--- config.mk ---
export PLATFORM = sky130hd
export DESIGN_NAME = cv32e40s_prefetcher_mo_flat
export DESIGN_NICKNAME = d
export VERILOG_FILES = /design/src/rtl/cv32e40s_prefetcher_mo_pkg.sv /design/src/rtl/cv32e40s_prefetcher_mo_if.sv /design/src/rtl/cv32e40s_prefetch_tag_fifo.sv /design/src/rtl/cv32e40s_prefetcher_mo.sv /design/src/flat_wrapper.sv
export SDC_FILE = /design/constraint.sdc
export NUM_CORES = 1
export LEC_CHECK = 0
export CORE_MARGIN = 1
export CORE_UTILIZATION = 40
export CTS_BUF_LIST = sky130_fd_sc_hd__clkbuf_4 sky130_fd_sc_hd__clkbuf_8
export DETAILED_ROUTE_END_ITERATION = 6
export GPL_TIMING_DRIVEN = 0
export PLACE_DENSITY = 0.79
export SYNTH_ARGS = -nofsm -noshare
export SYNTH_HDL_FRONTEND = slang
export SYNTH_SLANG_ARGS = --single-unit
--- constraint.sdc ---
create_clock -name clk -period 7.7 [get_ports clk]
set_clock_uncertainty 0.2 [all_clocks]
set_input_delay 1.54 -clock clk [delete_from_list [all_inputs] [get_ports clk]]
set_output_delay 1.54 -clock clk [all_outputs]
set_load 0.02 [all_outputs]
--- src/rtl/cv32e40s_prefetcher_mo_pkg.sv ---
// Shared types for the multi-outstanding IF-stage prefetcher.
// Provides the address FSM state encoding and the outstanding-count width.
package cv32e40s_prefetcher_mo_pkg;

    typedef enum logic [0:0] {
        IDLE,
        BRANCH_WAIT
    } prefetch_state_e;

    localparam int PF_OUTST_W = 3;

endpackage

--- src/rtl/cv32e40s_prefetcher_mo_if.sv ---
// Request/response bus between the prefetcher and the bus interface adapter.
// master (prefetcher): drives trans_valid_o/trans_addr_o/trans_ptr_access_o,
// receives trans_ready_i and the in-order resp_valid_i strobe.
interface cv32e40s_prefetcher_mo_if;

    logic        trans_valid_o;
    logic        trans_ready_i;
    logic [31:0] trans_addr_o;
    logic        trans_ptr_access_o;
    logic        resp_valid_i;

    modport master (
        output trans_valid_o,
        output trans_addr_o,
        output trans_ptr_access_o,
        input  trans_ready_i,
        input  resp_valid_i
    );

    modport slave (
        input  trans_valid_o,
        input  trans_addr_o,
        input  trans_ptr_access_o,
        output trans_ready_i,
        output resp_valid_i
    );

endinterface

--- src/rtl/cv32e40s_prefetch_tag_fifo.sv ---
// Small circular FIFO holding one tag per in-flight transaction.
// Ports: clk, rst_n (async low), push/wdata, pop/rdata (head), empty, full.
module cv32e40s_prefetch_tag_fifo #(
    parameter int DEPTH = 2,
    parameter int WIDTH = 1
) (
    input  logic             clk,
    input  logic             rst_n,
    input  logic             push,
    input  logic             pop,
    input  logic [WIDTH-1:0] wdata,
    output logic [WIDTH-1:0] rdata,
    output logic             empty,
    output logic             full
);

    localparam int AW = (DEPTH > 1) ? $clog2(DEPTH) : 1;
    localparam int CW = $clog2(DEPTH + 1);

    logic [WIDTH-1:0] r_mem [DEPTH];
    logic [AW-1:0]    r_wp;
    logic [AW-1:0]    r_rp;
    logic [CW-1:0]    r_cnt;

    function automatic logic [AW-1:0] ptr_inc(input logic [AW-1:0] p);
        return (p == AW'(DEPTH - 1)) ? '0 : p + 1'b1;
    endfunction

    always_ff @(posedge clk or negedge rst_n) begin
        if (!rst_n) begin
            r_wp  <= '0;
            r_rp  <= '0;
            r_cnt <= '0;
            for (int i = 0; i < DEPTH; i++) r_mem[i] <= '0;
        end else begin
            if (push) begin
                r_mem[r_wp] <= wdata;
                r_wp        <= ptr_inc(r_wp);
            end
            if (pop) r_rp <= ptr_inc(r_rp);
            r_cnt <= r_cnt + CW'(push) - CW'(pop);
        end
    end

    assign rdata = r_mem[r_rp];
    assign empty = (r_cnt == '0);
    assign full  = (r_cnt == CW'(DEPTH));

endmodule

--- src/rtl/cv32e40s_prefetcher_mo.sv ---
// IF-stage successor prefetcher: issues up to MAX_OUTSTANDING bus requests,
// drops responses of pre-branch transactions, tags each with a pointer flag.
// Ports: clk, rst_n, fetch_* (from fetch stage), fifo_free_i, bus (master),
// resp_valid_o/resp_ptr_access_o, outstanding_o.
// Optional: CV32E40S_PREFETCH_PERF_EN adds discard_cnt_o (dropped responses).
module cv32e40s_prefetcher_mo
    import cv32e40s_prefetcher_mo_pkg::*;
#(
    parameter int BUS_BYTES       = 4,
    parameter int MAX_OUTSTANDING = 2,
    parameter int FIFO_DEPTH      = 3
) (
    input  logic                               clk,
    input  logic                               rst_n,
    input  logic                               fetch_valid_i,
    output logic                               fetch_ready_o,
    input  logic                               fetch_branch_i,
    input  logic [31:0]                        fetch_branch_addr_i,
    input  logic                               fetch_ptr_access_i,
    input  logic [$clog2(FIFO_DEPTH+1)-1:0]    fifo_free_i,
    cv32e40s_prefetcher_mo_if.master           bus,
    output logic                               resp_valid_o,
    output logic                               resp_ptr_access_o,
    output logic [PF_OUTST_W-1:0]              outstanding_o
`ifdef CV32E40S_PREFETCH_PERF_EN
    ,
    output logic [15:0]                        discard_cnt_o
`endif
);

    prefetch_state_e        r_state;
    prefetch_state_e        w_state_nxt;
    logic [31:0]            r_addr;
    logic                   r_ptr;
    logic [PF_OUTST_W-1:0]  r_outst;
    logic [PF_OUTST_W-1:0]  r_disc;

    logic [31:0]            w_seq;
    logic [31:0]            w_addr;
    logic                   w_ptr;
    logic                   w_space;
    logic                   w_tv;
    logic                   w_acc;
    logic                   w_rv;
    logic                   w_head;
    logic                   w_tag_empty;
    logic                   w_tag_full;

    // The buffer is flushed on a branch, so its free count is irrelevant then.
    // Live (non-discarded) transactions each need a slot downstream.
    assign w_space = fetch_branch_i ||
                     (int'(r_outst - r_disc) < int'(fifo_free_i));
    assign w_tv    = rst_n && fetch_valid_i &&
                     (int'(r_outst) < MAX_OUTSTANDING) && w_space;
    assign w_acc   = w_tv && bus.trans_ready_i;
    assign w_seq   = (r_addr & ~32'(BUS_BYTES - 1)) + 32'(BUS_BYTES);

    always_comb begin
        w_state_nxt = r_state;
        w_addr      = w_seq;
        w_ptr       = 1'b0;
        unique case (r_state)
            IDLE: begin
                if (fetch_branch_i) begin
                    w_addr = fetch_branch_addr_i;
                    w_ptr  = fetch_ptr_access_i;
                    if (!w_acc) w_state_nxt = BRANCH_WAIT;
                end
            end
            BRANCH_WAIT: begin
                w_addr = fetch_branch_i ? fetch_branch_addr_i : r_addr;
                w_ptr  = fetch_branch_i ? fetch_ptr_access_i : r_ptr;
                if (w_acc) w_state_nxt = IDLE;
            end
            default: ;
        endcase
    end

    always_ff @(posedge clk or negedge rst_n) begin
        if (!rst_n) begin
            r_state <= IDLE;
            r_addr  <= '0;
            r_ptr   <= 1'b0;
            r_outst <= '0;
            r_disc  <= '0;
        end else begin
            r_state <= w_state_nxt;
            if (fetch_branch_i || w_acc) begin
                r_addr <= w_addr;
                r_ptr  <= w_ptr;
            end
            r_outst <= r_outst + PF_OUTST_W'(w_acc)
                               - PF_OUTST_W'(bus.resp_valid_i);
            // Everything in flight before the branch (minus a response
            // retiring now) is stale; a same-cycle accept is the new target.
            if (fetch_branch_i)
                r_disc <= r_outst - PF_OUTST_W'(bus.resp_valid_i);
            else if (bus.resp_valid_i && r_disc != '0)
                r_disc <= r_disc - 1'b1;
        end
    end

    cv32e40s_prefetch_tag_fifo #(
        .DEPTH (MAX_OUTSTANDING),
        .WIDTH (1)
    ) u_tag_fifo (
        .clk   (clk),
        .rst_n (rst_n),
        .push  (w_acc),
        .pop   (bus.resp_valid_i),
        .wdata (w_ptr),
        .rdata (w_head),
        .empty (w_tag_empty),
        .full  (w_tag_full)
    );

    assign w_rv = rst_n && bus.resp_valid_i &&
                  (r_disc == '0) && !fetch_branch_i;

    assign bus.trans_valid_o      = w_tv;
    assign bus.trans_addr_o       = w_addr;
    assign bus.trans_ptr_access_o = w_ptr;
    assign fetch_ready_o          = w_acc;
    assign resp_valid_o           = w_rv;
    assign resp_ptr_access_o      = w_rv && w_head;
    assign outstanding_o          = r_outst;

`ifdef CV32E40S_PREFETCH_PERF_EN
    logic [15:0] r_dcnt;

    always_ff @(posedge clk or negedge rst_n) begin
        if (!rst_n)
            r_dcnt <= '0;
        else if (bus.resp_valid_i && !w_rv && r_dcnt != 16'hFFFF)
            r_dcnt <= r_dcnt + 1'b1;
    end

    assign discard_cnt_o = r_dcnt;
`endif

    a_resp_legal: assert property (@(posedge clk) disable iff (!rst_n)
        !(bus.resp_valid_i && r_outst == '0 && w_tag_empty));
    a_br_align: assert property (@(posedge clk) disable iff (!rst_n)
        !(fetch_branch_i && !fetch_ptr_access_i &&
          (fetch_branch_addr_i & 32'(BUS_BYTES - 1)) != 32'd0));
    a_ptr_align: assert property (@(posedge clk) disable iff (!rst_n)
        !(fetch_branch_i && fetch_ptr_access_i &&
          fetch_branch_addr_i[1:0] != 2'd0));
    a_max_outst: assert property (@(posedge clk) disable iff (!rst_n)
        !(w_tv && int'(r_outst) == MAX_OUTSTANDING));
    a_tag_push: assert property (@(posedge clk) disable iff (!rst_n)
        !(w_acc && w_tag_full && !bus.resp_valid_i));

endmodule

--- src/flat_wrapper.sv ---
// flat-port wrapper written by rule: the top's interface ports become plain ports
module cv32e40s_prefetcher_mo_flat import cv32e40s_prefetcher_mo_pkg::*;
#(
    parameter int BUS_BYTES       = 4,
    parameter int MAX_OUTSTANDING = 2,
    parameter int FIFO_DEPTH      = 3
)
  (clk, rst_n, fetch_valid_i, fetch_ready_o, fetch_branch_i, fetch_branch_addr_i, fetch_ptr_access_i, fifo_free_i, resp_valid_o, resp_ptr_access_o, outstanding_o, bus_trans_valid_o, bus_trans_addr_o, bus_trans_ptr_access_o, bus_trans_ready_i, bus_resp_valid_i);
  cv32e40s_prefetcher_mo_if bus_i ();
  input  logic clk;
  input  logic rst_n;
  input  logic fetch_valid_i;
  output logic fetch_ready_o;
  input  logic fetch_branch_i;
  input  logic [31:0] fetch_branch_addr_i;
  input  logic fetch_ptr_access_i;
  input  logic [$clog2(FIFO_DEPTH+1)-1:0] fifo_free_i;
  output logic resp_valid_o;
  output logic resp_ptr_access_o;
  output logic [PF_OUTST_W-1:0] outstanding_o;
  output wire logic [$bits(bus_i.trans_valid_o)-1:0] bus_trans_valid_o;
  output wire logic [$bits(bus_i.trans_addr_o)-1:0] bus_trans_addr_o;
  output wire logic [$bits(bus_i.trans_ptr_access_o)-1:0] bus_trans_ptr_access_o;
  input wire logic [$bits(bus_i.trans_ready_i)-1:0] bus_trans_ready_i;
  input wire logic [$bits(bus_i.resp_valid_i)-1:0] bus_resp_valid_i;
  assign bus_trans_valid_o = bus_i.trans_valid_o;
  assign bus_trans_addr_o = bus_i.trans_addr_o;
  assign bus_trans_ptr_access_o = bus_i.trans_ptr_access_o;
  assign bus_i.trans_ready_i = bus_trans_ready_i;
  assign bus_i.resp_valid_i = bus_resp_valid_i;
  cv32e40s_prefetcher_mo #(.BUS_BYTES(BUS_BYTES), .MAX_OUTSTANDING(MAX_OUTSTANDING), .FIFO_DEPTH(FIFO_DEPTH)) u_core (.clk(clk), .rst_n(rst_n), .fetch_valid_i(fetch_valid_i), .fetch_ready_o(fetch_ready_o), .fetch_branch_i(fetch_branch_i), .fetch_branch_addr_i(fetch_branch_addr_i), .fetch_ptr_access_i(fetch_ptr_access_i), .fifo_free_i(fifo_free_i), .bus(bus_i), .resp_valid_o(resp_valid_o), .resp_ptr_access_o(resp_ptr_access_o), .outstanding_o(outstanding_o));
endmodule
==> summary.txt, run 1 <==
Status
  – Status: complete, no violations

Floorplanning
  – CORE AREA: 0.00822 mm²
  – Die area: 0.00889 mm²
  – Io pins: 81
  – Die Y: 94.3 µm
  – Row count: 33
  – Starting Density: 0.415
  – Die W: 94.3 µm

Placed design
  – Final Wtd Congestion: 0.897
  – Placed Instances: 577
  – DP Wirelength: 7.43 mm
  – I/O Buffers: 80

Route
  – Vias per cell: 5.83
  – DRC Markers: 0
  – Vias: 3408
  – Remaining antenna violation count: 0
  – Detailed Route WL: 9.90 mm
  – Starting DRC count in detailed routing: 243
  – Wire per inst: 16.9 µm
  – Pre-antenna DRT Iters: 4

Final layout
  – Final std cells w/o fill: 585
  – Area delta synth->final: 30.4%
  – Final net count: 533
  – # diodes: 0
  – Share of cells above drive strength 1: 0.100

Synthesis
  – Most common cell in the netlist: nor2_1
  – Post-synthesis sequential area ratio: 0.323
  – Number of synthesized flops with an enable pin: 0
  – Post-Syn Instances: 391
  – Ys Warns: 0
  – Avg Inst Size Synth: 8.71 µm²
  – Area contributors post-synth: dfrtp_1 32%, mux2i_1 7.1%, nor2_1 5.1%
  – Cell area after synthesis: 0.00341 mm²
  – Syn nets: 445
  – Post-synth top area cell: dfrtp_1
  – Synth top area share: 0.323
  – Flops & latches, synth: 44
  – Share of async-settable or async-resettable flops after synthesis: 1.00
  – Ys flop type: dfrtp_1
  – Synth cell count leaders: 46 x nor2_1, 44 x dfrtp_1, 36 x nand2_1
  – Number of distinct library cells after synthesis: 63

Pwr
  – Total power: 915 µW
  – Worst vdd ir: 0.0951 mV
  – Leak: 0.00177 µW
  – Power per standard cell area: 206 mW/mm²

Timing
  – Final setup viols: 0
  – Worst Hold Slack: 0.297 ns
  – Final Hold Fails: 0
  – Max Transition Viols Final: 0
  – Worst-Margin Slew: 1.02 ns
  – Fin crit period: 6.17 ns
  – RSZ-0062 raised after global routing: false
  – F_max: 162 MHz
  – Worst slew margin: 0.311
  – Setup Total Neg Slack: 0 ns
  – Period utilization: 0.801

Global route
  – Total Routing Usage GR: 0.230
  – Vias in the first global route: 3227
  – Pin count of the biggest net entering global routing: 38
  – Total gr overflow: 0
  – First-pass GRT wire length: 15.8 mm
  – Initial antenna violation count: 0

Setup path
  – Critical path capture point: bus_trans_addr_o[27]
  – R2R cell count: 14
  – CP max FO: 10
  – Slack of the worst reg-to-reg path: 3.97 ns
  – Crit path from: fetch_branch_i
  – CP arrival: 4.43 ns
  – RR Endpoint: u_core.outstanding_o[2]
  – FF-to-FF Start: u_core.outstanding_o[0]
  – Critical Path Start Type: input port
  – Crit path kind: input port to output pin
  – WP data required: 5.96 ns
  – CP Capture Type: output pin

CTS
  – H-tree depth reported by CTS: 2
  – Hold buffer count at CTS: 0
  – Clk_lat worst skew: 0.31 ns
  – Clock buffer depth: 2
  – CTS tree: done
  – Clock root buffer: clkbuf_8
  – Clock transition at path regs: 0.09 ns
  – Clock sinks: 44
  – CTS buffer count: 5
  – Setup bufs post-CTS: 0
  – CTS resizes: 0

Worst hold path
  – Worst Hold Class: flop to flop

Flow run
  – Max-cap viol count: 0
[final cells by class]
cell class | count | area [µm²]
timing repair buffer | 81 | 816
buffer | 26 | 119
fill | 790 | 3770
clock inverter | 3 | 18.8
inverter | 16 | 60.1
clock buffer | 5 | 68.8
sequential | 44 | 1100
tap | 105 | 131
multi-input combinational | 305 | 2130
[critical path, cell delays in order]
cell	delay, ns
clkdlybuf4s50_1	0.51
buf_2	0.27
clkbuf_1	0.54
clkbuf_1	0.49
o21ai_0	0.22
mux2i_1	0.22
clkdlybuf4s50_1	0.64
[cells by family after synthesis]
kind of cell	after synthesis	synth area share
mux	36	0.110
compound gates	76	0.161
buf+inv	42	0.0525
fa+ha+maj	13	0.0521
flops	44	0.323
simple gates	167	0.268
xor+xnor	13	0.0334
[worst min path at each step]
stage                                   endpoint  slack, ns                    from  cells after the start
after detailed placement  u_core.u_tag_fifo.r_rp       0.29  u_core.u_tag_fifo.r_rp                      1
after global routing      u_core.u_tag_fifo.r_rp       0.31  u_core.u_tag_fifo.r_rp                      1
after global placement    u_core.u_tag_fifo.r_rp       0.27  u_core.u_tag_fifo.r_rp                      1
after CTS                 u_core.u_tag_fifo.r_rp       0.30  u_core.u_tag_fifo.r_rp                      1
final                     u_core.u_tag_fifo.r_rp       0.30  u_core.u_tag_fifo.r_rp                      1
after floorplan           u_core.u_tag_fifo.r_rp       0.26  u_core.u_tag_fifo.r_rp                      1
[metal layers]
metal,GRT usage,up-vias,wire length (µm)
met3,0.0299,10,630
met5,0,-,0
met4,0.0513,0,81
li1,-,1589,-
met2,0.389,122,4910
met1,0.312,1687,4280
[power by group]
part | leakage [µW] | internal [µW] | switching, µW | total [µW]
logic | 0.00121 | 198 | 227 | 425
clock network | 0.0000479 | 63.6 | 91.8 | 155
registers | 0.000510 | 282 | 52.6 | 334
[state kept, by name (all words and copies together) (netlist names)]
signal                   cells
u_core.u_tag_fifo.r_rp       1
u_core.r_state               1
u_core.r_disc                3
u_core.u_tag_fifo.r_mem      2
u_core.r_addr               32
u_core.r_ptr                 1
u_core.u_tag_fifo.r_wp       1
u_core.outstanding_o         3
[per-stage QoR]
step / setup slack (ns) / utilization / area, µm²
after floorplan: 2.92 / - / 3410
after global placement: 0.165 / 0.528 / 4340
after detailed placement: 1.59 / 0.530 / 4350
after CTS: 1.58 / 0.541 / 4440
after global routing: 1.42 / 0.541 / 4440
final: 1.53 / 0.541 / 4440
[cell usage in the layout (no fill, tap or decap), drive strengths merged, types with 10 or more instances in the layout]
| cell | count |
|---|---|
| o21ai | 17 |
| ha | 11 |
| nor2 | 47 |
| buf | 14 |
| dfrtp | 44 |
| nand3 | 13 |
| clkbuf | 19 |
| mux2 | 12 |
| nor3 | 14 |
| nand4 | 10 |
| mux2i | 24 |
| nand2 | 36 |
| clkdlybuf4s50 | 79 |
| inv | 16 |
| a211oi | 11 |
Power figures use the tool's default switching activity.
==> run 2: changes to the inputs <==
Settings changed: PLACE_DENSITY 0.79 to 0.81.
Clock period 7.7 ns to 5.3 ns, I/O delays scaled along.
==> summary.txt, run 2 (synthesis gave the netlist of run 1 again) <==
Pwr
  – Leak: 0.00176 µW (was 0.00177 µW)
  – Total power: 1350 µW (was 915 µW)
  – Worst vdd ir: 0.133 mV (was 0.0951 mV)
  – Power per standard cell area: 304 mW/mm² (was 206 mW/mm²)

Placed design
  – Placed Instances: 577 (unchanged)
  – I/O Buffers: 80 (unchanged)
  – DP Wirelength: 7.52 mm (was 7.43 mm)
  – Final Wtd Congestion: 0.880 (was 0.897)
  – Place WS: 0.115 ns (was 1.59 ns)

Final layout
  – Area delta synth->final: 30.7% (was 30.4%)
  – Most frequent cells in the layout: 79 x clkdlybuf4s50_1, 46 x nor2_1, 44 x dfrtp_1, 36 x nand2_1, 24 x mux2i_1 (unchanged)
  – Most flop-heavy register: u_core.r_addr (unchanged)
  – # diodes: 0 (unchanged)
  – Final net count: 533 (unchanged)
  – Final std cells w/o fill: 585 (unchanged)
  – Share of cells above drive strength 1: 0.100 (unchanged)
  – Commonest non-fill, non-tap cell in the layout: clkdlybuf4s50_1 (unchanged)
  – Core Util, Final: 0.542 (was 0.541)
  – Max reg flops: 32 (unchanged)

Setup path
  – Crit path kind: input port to output pin (unchanged)
  – WP data required: 4.04 ns (was 5.96 ns)
  – Most used cell, CP: clkdlybuf4s50_1
  – CP max FO: 10 (unchanged)
  – Slowest stage delay, CP: 0.64 ns (about the same)
  – Crit-path leading delay family: buffers and inverters (unchanged)
  – FF-to-FF Start: u_core.outstanding_o[0] (unchanged)
  – Slowest-stage cell, CP: clkdlybuf4s50_1 (unchanged)
  – Buffer and inverter count on the worst path: 5 (unchanged)
  – R2R cell count: 14 (unchanged)
  – CP arrival: 3.94 ns (was 4.43 ns)
  – Slack of the worst reg-to-reg path: 1.53 ns (was 3.97 ns)
  – RR Endpoint: u_core.outstanding_o[2] (unchanged)
  – CP Capture Type: output pin (unchanged)
  – Crit path cell chain: clkdlybuf4s50_1, buf_2, buf_1, clkbuf_1, o21ai_0, mux2i_1, clkdlybuf4s50_1 (was clkdlybuf4s50_1, buf_2, clkbuf_1, clkbuf_1, o21ai_0, mux2i_1, clkdlybuf4s50_1)
  – Critical Path Start Type: input port (unchanged)

Worst hold path
  – Hold Startpoint: u_core.u_tag_fifo.r_rp (unchanged)
  – Hold EP: u_core.u_tag_fifo.r_rp (unchanged)
  – Worst Hold Depth: 1 (unchanged)
  – Worst Hold Class: flop to flop (unchanged)

Route
  – Wire per inst: 17.5 µm (was 16.9 µm)
  – Remaining antenna violation count: 0 (unchanged)
  – Starting DRC count in detailed routing: 198 (was 243)
  – Detailed Route WL: 10.2 mm (was 9.90 mm)
  – Metal2 WL: 4.93 mm (was 4.91 mm)
  – WL met1: 4.46 mm (was 4.28 mm)
  – Vias per cell: 5.87 (was 5.83)
  – Pre-antenna DRT Iters: 5 (was 4)
  – Top Metal Used: met4 (unchanged)
  – DRC Markers: 0 (unchanged)
  – Vias: 3432 (was 3408)
  – Wire length on met3: 682 µm (was 630 µm)

Global route
  – Total gr overflow: 0 (unchanged)
  – Total Routing Usage GR: 0.238 (was 0.230)
  – First-pass GRT wire length: 16.3 mm (was 15.8 mm)
  – Initial antenna violation count: 0 (unchanged)
  – Pin count of the biggest net entering global routing: 38 (unchanged)
  – Vias in the first global route: 3374 (was 3227)

CTS
  – CTS buffer count: 5 (unchanged)
  – Hold buffer count at CTS: 0 (unchanged)
  – CTS resizes: 0 (unchanged)
  – Setup bufs post-CTS: 0 (unchanged)
  – Clock sinks: 44 (unchanged)
  – CTS tree: done (unchanged)
  – Clock root buffer: clkbuf_8 (unchanged)
  – Clock transition at path regs: 0.09 ns (about the same)
  – H-tree depth reported by CTS: 2 (unchanged)
  – Clk_lat worst skew: 0.31 ns (about the same)
  – Clock buffer depth: 2 (unchanged)

Floorplanning
  – Die W: 94.3 µm (unchanged)
  – Starting Density: 0.415 (unchanged)
  – CORE AREA: 0.00822 mm² (unchanged)
  – Row count: 33 (unchanged)
  – Io pins: 81 (unchanged)
  – Die area: 0.00889 mm² (unchanged)
  – Die Y: 94.3 µm (unchanged)

Status
  – Status: complete, no violations (unchanged)

Timing
  – Final setup viols: 0 (unchanged)
  – Worst slew margin: 0.278 (was 0.311)
  – RSZ-0062 raised after global routing: false (unchanged)
  – Period utilization: 0.982
  – Max Transition Viols Final: 0 (unchanged)
  – Worst-Margin Slew: 1.07 ns (was 1.02 ns)
  – F_max: 192 MHz
  – Final Hold Fails: 0 (unchanged)
  – Setup Total Neg Slack: 0 ns (unchanged)
  – Fin crit period: 5.20 ns
  – Final Worst Setup Slack: 0.0956 ns (was 1.53 ns)

Flow run
  – Max-cap viol count: 0 (unchanged)
[run 2: worst max path at each step]
stage,slack (ns),from,endpoint,cells past startpoint
2_1_floorplan,1.48,fetch_branch_i,bus_trans_addr_o[18],6
3_3_place_gp,-1.26,rst_n,fetch_ready_o,6
3_5_place_dp,0.11,fetch_branch_i,bus_trans_addr_o[27],7
4_1_cts,0.12,fetch_branch_i,bus_trans_addr_o[27],7
5_1_grt,0.01,fetch_branch_i,bus_trans_addr_o[27],7
6_report,0.1,fetch_branch_i,bus_trans_addr_o[27],7
[run 2: through the flow]
| stage | hold slack (ns) | cell area [µm²] |
|---|---|---|
| detailed placement | 0.280 | 4350 |
| global route | 0.330 | 4450 |
| floorplan | 0.260 | 3410 |
| CTS | 0.298 | 4450 |
| global placement | 0.274 | 4340 |
| finish | 0.301 | 4450 |
[run 2: area by class of cell]
class,count,area [µm²]
Buffer,26,119
Clock buffer,6,82.6
Clock inverter,2,15.0
Fill cell,766,3760
Inverter,16,60.1
Multi-Input combinational cell,305,2130
Sequential cell,44,1100
Tap cell,105,131
Timing Repair Buffer,81,816
[run 2: power by group]
| part | switching (µW) | internal (µW) |
|---|---|---|
| sequential | 78.5 | 409 |
| clock | 132 | 106 |
| combinational | 338 | 290 |
[run 2: routing by layer]
metal  vias up  global-route usage
met5         -                   0
met4         0              0.0679
met3        18              0.0413
met2       154               0.394
met1      1669               0.316
li1       1591                   -
==> run 3: changes to the inputs <==
Settings changed: CAP_MARGIN set to 20, SLEW_MARGIN set to 20.
==> summary.txt, run 3 (synthesis gave the netlist of run 1 again) <==
Pwr
  – Power per standard cell area: 303 mW/mm² (was 304 mW/mm²)
  – Leak: 0.00177 µW (was 0.00176 µW)
  – Internal power: 805 µW (was 804 µW)
  – Switch Pwr: 548 µW (was 549 µW)
  – Worst vdd ir: 0.129 mV (was 0.133 mV)
  – Sw Share: 0.405 (was 0.406)
  – Reg power frac: 0.359 (was 0.360)
  – Power share of the clock group: 0.177 (was 0.176)
  – Combinational share of power: 0.464 (about the same)

Placed design
  – Placed Instances: 577 (unchanged)
  – Post-place instance area: 0.00436 mm² (was 0.00435 mm²)
  – DP Wirelength: 7.54 mm (was 7.52 mm)
  – I/O Buffers: 80 (unchanged)
  – Final Wtd Congestion: 0.880 (unchanged)

Setup path
  – Crit path cell chain: clkdlybuf4s50_1, buf_2, clkbuf_1, clkbuf_1, o21ai_0, mux2i_1, clkdlybuf4s50_1 (was clkdlybuf4s50_1, buf_2, buf_1, clkbuf_1, o21ai_0, mux2i_1, clkdlybuf4s50_1)
  – Buffer and inverter count on the worst path: 5 (unchanged)
  – CP Capture Type: output pin (unchanged)
  – CP arrival: 3.96 ns (was 3.94 ns)
  – CP max FO: 10 (unchanged)
  – Crit path kind: input port to output pin (unchanged)
  – Crit-path leading delay family: buffers and inverters (unchanged)
  – Slowest stage delay, CP: 0.64 ns (about the same)
  – WP data required: 4.04 ns (about the same)
  – Critical Path Start Type: input port (unchanged)
  – Slowest-stage cell, CP: clkdlybuf4s50_1 (unchanged)

Floorplanning
  – Die Y: 94.3 µm (unchanged)
  – CORE AREA: 0.00822 mm² (unchanged)
  – Starting Density: 0.415 (unchanged)
  – Die W: 94.3 µm (unchanged)
  – Io pins: 81 (unchanged)
  – Die area: 0.00889 mm² (unchanged)
  – Row count: 33 (unchanged)

Final layout
  – Max reg flops: 32 (unchanged)
  – Most frequent cells in the layout: 79 x clkdlybuf4s50_1, 46 x nor2_1, 44 x dfrtp_1, 36 x nand2_1, 24 x mux2i_1 (unchanged)
  – Final std cells w/o fill: 585 (unchanged)
  – Share of cells above drive strength 1: 0.100 (unchanged)
  – # diodes: 0 (unchanged)
  – Area delta synth->final: 30.9% (was 30.7%)
  – Final Cell Area: 0.00446 mm² (was 0.00445 mm²)
  – Commonest non-fill, non-tap cell in the layout: clkdlybuf4s50_1 (unchanged)
  – Most flop-heavy register: u_core.r_addr (unchanged)
  – Final net count: 533 (unchanged)

Route
  – Remaining antenna violation count: 0 (unchanged)
  – Starting DRC count in detailed routing: 264 (was 198)
  – Pre-antenna DRT Iters: 5 (unchanged)
  – Wire per inst: 17.4 µm (was 17.5 µm)
  – Detailed Route WL: 10.2 mm (about the same)
  – Vias per cell: 5.99 (was 5.87)
  – Vias: 3503 (was 3432)
  – DRC Markers: 0 (unchanged)

Timing
  – RSZ-0062 raised after global routing: false (unchanged)
  – Final setup viols: 0 (unchanged)
  – Max Transition Viols Final: 0 (unchanged)
  – Period utilization: 0.984 (was 0.982)
  – Fin crit period: 5.22 ns (was 5.20 ns)
  – Worst slew margin: 0.303 (was 0.278)
  – Final Hold Fails: 0 (unchanged)
  – Worst-Margin Slew: 1.04 ns (was 1.07 ns)
  – F_max: 192 MHz (about the same)

CTS
  – H-tree depth reported by CTS: 2 (unchanged)
  – Clock sinks: 44 (unchanged)
  – CTS resizes: 0 (unchanged)
  – CTS buffer count: 5 (unchanged)
  – Clock transition at path regs: 0.09 ns (about the same)
  – Setup bufs post-CTS: 0 (unchanged)
  – CTS tree: done (unchanged)
  – Clock root buffer: clkbuf_8 (unchanged)
  – Clock buffer depth: 2 (unchanged)
  – Hold buffer count at CTS: 0 (unchanged)
  – Clk_lat worst skew: 0.31 ns (about the same)

Global route
  – Vias in the first global route: 3360 (was 3374)
  – Initial antenna violation count: 0 (unchanged)
  – Total Routing Usage GR: 0.239 (was 0.238)
  – Total gr overflow: 0 (unchanged)
  – First-pass GRT wire length: 16.4 mm (was 16.3 mm)
  – Pin count of the biggest net entering global routing: 25 (was 38)

Flow run
  – Max-cap viol count: 0 (unchanged)

Status
  – Status: complete, no violations (unchanged)

Worst hold path
  – Worst Hold Class: flop to flop (unchanged)
run 3: changes by cell type in the layout (fill, tap and decap cells not counted), sizes merged:
cell and change:
clkbuf +1, buf -1
run 3: power by group through the flow:
stage | logic [µW] | registers, µW | clock network [µW]
4_1_cts | 634 | 485 | 239
3_5_place_dp | 630 | 492 | 0
5_1_grt | 698 | 498 | 252
3_3_place_gp | 594 | 486 | 0
6_report | 628 | 486 | 239
2_1_floorplan | 394 | 489 | 0
run 3: cell type report:
type,instances,area (µm²)
Timing Repair Buffer,81,823
Clock inverter,2,15.0
Sequential cell,44,1100
Tap cell,105,131
Fill cell,770,3760
Clock buffer,6,82.6
Inverter,16,60.1
Multi-Input combinational cell,305,2130
Buffer,26,119
run 3: metrics by stage:
stage / power (µW) / hold slack (ns) / setup TNS [ns] / util / setup slack, ns
2_1_floorplan: 882 / 0.260 / 0 / - / 1.48
3_3_place_gp: 1080 / 0.274 / -2.58 / 0.528 / -1.26
3_5_place_dp: 1120 / 0.281 / 0 / 0.531 / 0.117
4_1_cts: 1360 / 0.296 / 0 / 0.543 / 0.116
5_1_grt: 1450 / 0.326 / 0 / 0.543 / 0.0273
6_report: 1350 / 0.297 / 0 / 0.543 / 0.0839
run 3: path summary, 6_finish.rpt:
path | start | endpoint | slack (ns) | depth (start not counted)
max reg2reg | u_core.outstanding_o[0] | u_core.outstanding_o[2] | 1.52 | 14
min reg2reg | u_core.u_tag_fifo.r_rp | u_core.u_tag_fifo.r_rp | 0.30 | 1
max in group asynchronous | rst_n | u_core.r_addr[23] | 3.79 | 2
min | u_core.u_tag_fifo.r_rp | u_core.u_tag_fifo.r_rp | 0.30 | 1
min in group asynchronous | rst_n | u_core.r_addr[17] | 0.57 | 1
max | fetch_branch_i | bus_trans_addr_o[27] | 0.08 | 7
run 3: layer usage:
metal  GRT usage  part of all wire  vias to the layer above  routed length (µm)
met1       0.319              0.42                     1717                4250
met3      0.0445             0.080                       16                 820
li1            -                 -                     1593                   -
met4      0.0654             0.014                        0                 140
met5           0                 0                        -                   0
met2       0.392              0.49                      177                4990
